===== src/rtl/mips_bus_sequencer.sv =====
// Multi-cycle MIPS bus sequencer: orders fetch, execute, memory access and
// HI/LO wait phases, and counts retired instructions.
module mips_bus_sequencer (
  input  logic        clk,
  input  logic        reset,
  input  logic        waitrequest,
  input  logic        mem_read,
  input  logic        mem_write,
  input  logic        md_start,
  input  logic        md_done,
  input  logic        halt_req,
  output logic [2:0]  state,
  output logic        read,
  output logic        write,
  output logic        addr_sel,
  output logic        ir_load,
  output logic        pc_write,
  output logic        reg_commit,
  output logic        active,
  output logic [31:0] instr_count
);

  localparam int unsigned STATE_W = 3;
  localparam int unsigned COUNT_W = 32;

  localparam logic [STATE_W-1:0] FETCH  = STATE_W'(0);
  localparam logic [STATE_W-1:0] EXEC1  = STATE_W'(1);
  localparam logic [STATE_W-1:0] EXEC2  = STATE_W'(2);
  localparam logic [STATE_W-1:0] MDWAIT = STATE_W'(3);
  localparam logic [STATE_W-1:0] HALTED = STATE_W'(4);

  logic [STATE_W-1:0] next_state;
  logic               mem_op;

  assign mem_op = mem_read | mem_write;

  // State register
  always_ff @(posedge clk or negedge reset) begin
    if (!reset) state <= FETCH;
    else        state <= next_state;
  end

  // Retired-instruction counter; wraps naturally at 2^32
  always_ff @(posedge clk or negedge reset) begin
    if (!reset)              instr_count <= '0;
    else if (state == EXEC2) instr_count <= instr_count + COUNT_W'(1);
  end

  // Next-state logic; unused codes recover to FETCH
  always_comb begin
    next_state = FETCH;
    case (state)
      FETCH:   next_state = waitrequest ? FETCH : EXEC1;
      EXEC1: begin
        if (mem_op)        next_state = waitrequest ? EXEC1 : EXEC2;
        else if (md_start) next_state = MDWAIT;
        else               next_state = EXEC2;
      end
      MDWAIT:  next_state = md_done ? EXEC2 : MDWAIT;
      EXEC2:   next_state = halt_req ? HALTED : FETCH;
      HALTED:  next_state = HALTED;
      default: next_state = FETCH;
    endcase
  end

  // Output decode; ir_load is gated so a held reset never captures IR
  always_comb begin
    read       = 1'b0;
    write      = 1'b0;
    addr_sel   = 1'b0;
    ir_load    = 1'b0;
    pc_write   = 1'b0;
    reg_commit = 1'b0;
    active     = (state != HALTED);
    case (state)
      FETCH: begin
        read    = 1'b1;
        ir_load = reset & ~waitrequest;
      end
      EXEC1: begin
        if (mem_write) begin
          write    = 1'b1;
          addr_sel = 1'b1;
        end else if (mem_read) begin
          read     = 1'b1;
          addr_sel = 1'b1;
        end
      end
      EXEC2: begin
        pc_write   = 1'b1;
        reg_commit = 1'b1;
      end
      default: ;
    endcase
  end

endmodule


===== config.mk =====
export PLATFORM = sky130hd
export DESIGN_NAME = mips_bus_sequencer
export DESIGN_NICKNAME = d
export VERILOG_FILES = /design/src/rtl/mips_bus_sequencer.sv
export SDC_FILE = /design/constraint.sdc
export NUM_CORES = 1
export LEC_CHECK = 0
export ABC_AREA = 1
export CAP_MARGIN = 25
export CORE_ASPECT_RATIO = 1.4
export CORE_UTILIZATION = 46
export CTS_BUF_LIST = sky130_fd_sc_hd__clkbuf_8
export CTS_CLUSTER_SIZE = 30
export DETAILED_ROUTE_END_ITERATION = 8
export PLACE_DENSITY = 0.82
export SYNTH_ARGS = -nofsm -noshare
export SYNTH_HDL_FRONTEND = slang
export SYNTH_SLANG_ARGS = --single-unit

===== constraint.sdc =====
create_clock -name clk -period 1.5 [get_ports clk]
set_clock_uncertainty 0.2 [all_clocks]
set_input_delay 0.3 -clock clk [delete_from_list [all_inputs] [get_ports clk]]
set_output_delay 0.3 -clock clk [all_outputs]
set_load 0.02 [all_outputs]

==> tab_implementation.tex <==
\begin{tabular}{lr}
\hline
Metric & Value \\
\hline
\multicolumn{2}{l}{\textbf{Route}} \\
Iteration-0 DRC count of the detailed router & 135 \\
Average wire length per cell after detail routing & between 15 and 20 µm \\
Count of antenna-violating nets left after detailed routing & 0 \\
First drt pass iteration count & 6 \\
Post-detailed-route DRC marker count & 3 \\
Vias after detailed routing & between 2000 and 2500 \\
Total routed wirelength & between 6000 and 7000 µm \\
Mean number of vias per cell & 5.19 \\
\multicolumn{2}{l}{\textbf{Critical path}} \\
Critical path start-end classification & reg -> out \\
Critical register-to-register path startpoint & instr\_count[0] \\
Critical path data required time & 1000 ps \\
Setup slack on the worst flop-to-flop path & -230 ps \\
Highest fanout seen on the critical path & 3 \\
Nature of the critical path endpoint & output port \\
Critical R2R Capture & instr\_count[22] \\
Path depth of the worst reg2reg path & 7 \\
Category of the worst setup path launch point & flop \\
Endpoint arrival time on the critical path & 1320 ps \\
\multicolumn{2}{l}{\textbf{Logic synthesis}} \\
Post-synthesis sequential element count & 35 \\
Synth Net Count & 252 \\
Sequential area share after synthesis & 43.8\% \\
Number of instances in the synthesized netlist & 243 \\
Cell area after synthesis & 2000 µm² \\
Yosys warning total & 0 \\
Number of distinct standard cells referenced by the synthesized netlist & 23 \\
Average size of a mapped cell & just over 8 µm² \\
\multicolumn{2}{l}{\textbf{Placement}} \\
Setup Slack @ Placement & -678 ps \\
Total of buffers placed on input and output ports & 49 \\
Hpwl dp & 4100 µm \\
Final Wtd Congestion & 0.908 \\
\multicolumn{2}{l}{\textbf{Floorplanning}} \\
Die Ht & approximately 80 µm \\
Row count & 28 \\
Core Box Area & $\sim$4200 µm² \\
Die footprint & 4620 µm² \\
Initial core utilization & 47.5\% \\
Boundary pin count & 50 \\
Floorplan die width & 57.7 µm \\
\multicolumn{2}{l}{\textbf{STA}} \\
Worst Slack Setup Final & -317 ps \\
Final max-slew violation count & 0 \\
Unrepaired setup endpoints after global routing & yes \\
Worst rel slew slack & between 70\% and 80\% \\
Hold violation count in the final report & 0 \\
Fin Hold WS & about 300 ps \\
Setup violations, final & 44 \\
Final worst path period share & 121\% \\
Final Critical Period & 1820 ps \\
Tightest Pin Transition & 446 ps \\
Peak clock frequency supported by timing & 550 MHz \\
\multicolumn{2}{l}{\textbf{Clock network}} \\
Clock tree from TritonCTS & yes \\
Clock-pin slew of the registers on the worst-case setup and hold paths & 80 ps \\
Num CTS Buffers & 5 \\
Clock Sinks & 35 \\
Buffer depth of the longest clock path & 2 \\
Count of hold buffers inserted by post-cts repair & 0 \\
Later-pin clock latency in the skew report & 300 ps \\
Library cell used as clock root buffer & clkbuf\_8 \\
Total number of H-tree levels & 2 \\
\multicolumn{2}{l}{\textbf{Global routing}} \\
Pin count of the biggest net entering global routing & 36 \\
First-pass GRT wire length & 9490 µm \\
Number of antenna violations at the first check in global routing & 0 \\
Vias in the first global route & 2042 \\
GRT Util Overall & 27.4\% \\
Grt ovf & 0 \\
\multicolumn{2}{l}{\textbf{Cells and area}} \\
Reg area & 892 µm² \\
Leading cell types in the layout, fill and taps excluded & 59 x nand2\_1, 59 x buf\_4, 29 x inv\_1 \\
Layout-stage area growth over the synthesis result & 71.1\% \\
Net count, final & 378 \\
Fraction of layout cells with a size suffix above 1 & 51.1\% \\
Diodes inserted & 0 \\
Number of filler cells placed in the layout & approximately 240 \\
Footprint of the multi-input gates & between 1000 and 1500 µm² \\
\multicolumn{2}{l}{\textbf{Min path}} \\
Hold-critical path depth & 1 \\
Hold path endpoint & instr\_count[13] \\
Class of the worst hold path & reg -> reg \\
Hold Crit Start & instr\_count[13] \\
\multicolumn{2}{l}{\textbf{Power and ir drop}} \\
Pwr per Cell Area & 1130 nW/µm² \\
VDD IR-drop max & 0.00120 V \\
Leakage power figure & 0.00174 µW \\
\multicolumn{2}{l}{\textbf{Run}} \\
Number of max-capacitance violations reported & 0 \\
\multicolumn{2}{l}{\textbf{Run status}} \\
Run status & finished with violations \\
Violated checks & design-rule violations, negative setup slack \\
\hline
\end{tabular}
-- cell type report --
type / instances / share of cell area, %
Clock buffer: 5 / 2.01
Timing Repair Buffer: 120 / 29.6
Clock inverter: 3 / 0.366
Multi-Input combinational cell: 175 / 36.6
Tap cell: 45 / 1.65
Sequential cell: 35 / 26.1
Inverter: 32 / 3.73
-- critical path, cell delays in order, from the launching register on --
cell	delay [ps]
dfrtp_2	420
nor2_1	110
inv_1	70
nor2_1	110
inv_2	80
nor2_4	100
buf_6	130
-- synth_stat cells --
library cell,n,area [µm²]
nor3_2,2,20.0
xnor2_1,7,61.3
nor2_4,5,56.3
ha_1,1,12.5
nor2_8,2,40.0
nor3_1,4,20.0
inv_1,31,116
nor2_1,30,113
o221ai_1,1,8.76
nor2_2,4,25.0
nand4_1,9,56.3
o21ai_0,1,5.00
nand2_2,5,31.3
nand3_1,15,75.1
nand3_2,3,30.0
dfrtp_1,35,876
inv_2,1,3.75
xor2_1,16,140
a21oi_1,2,10.0
nand2_1,64,240
nand3b_1,2,15.0
buf_4,1,7.51
nand3_4,2,35.0
-- stage by stage --
step	std cells	total power [µW]	TNS [ps]	area, µm²	utilization (%)
after global routing	415	4010	-9190	3420	81.3
final	415	3880	-6660	3420	81.3
after global placement	383	2560	-6670	2930	69.7
after CTS	404	3590	-4920	3290	78.3
after floorplan	243	1790	-886	2040	-
after detailed placement	383	2590	-7990	2930	69.7
-- registers in the layout (all words and copies together), names as in the netlist --
signal	cells
instr_count	32
state	3
-- where the power goes --
part | internal, µW | leakage [µW] | switching (µW)
sequential | 1050 | 0.000461 | 132
combinational | 1040 | 0.00123 | 966
clock | 313 | 0.0000505 | 379
total | 2400 | 0.00174 | 1480
-- layer usage --
layer  vias up  part of all wire, %  track usage (%)
met5         -                    0                0
met4         0                  3.9             12.1
met3        24                  3.9             4.86
met2        75                   55             51.5
met1      1042                   37             29.0
li1       1011                    -                -
-- worst max path at each step --
stage                   start              end  slack [ps]
finish               state[1]         addr_sel        -320
detailed placement  mem_write             read        -680
CTS                  state[1]         addr_sel        -270
global route         state[1]         addr_sel        -370
global placement    mem_write             read        -610
floorplan            state[0]  instr_count[20]        -110
-- what timing repair did --
| item | in CTS | in global routing |
|---|---|---|
| gates resized for setup | 182 | 51 |
| setup buffers | 14 | 13 |
| setup endpoints to repair | 72 | 67 |
| pin swaps | 30 | 21 |
-- logic make-up (layout without fill, tap and decap cells) --
logic type / after synthesis / in the layout / share of synthesized area, %
XOR/XNOR: 23 / 23 / 10.1
AO/OA/AOI/OAI: 4 / 4 / 1.19
flip-flops: 35 / 35 / 43.8
adder cells (fa/ha/maj): 1 / 1 / 0.626
buffers and inverters: 33 / 160 / 6.39
AND/OR/NAND/NOR: 147 / 147 / 37.9
Power figures use the tool's default switching activity.
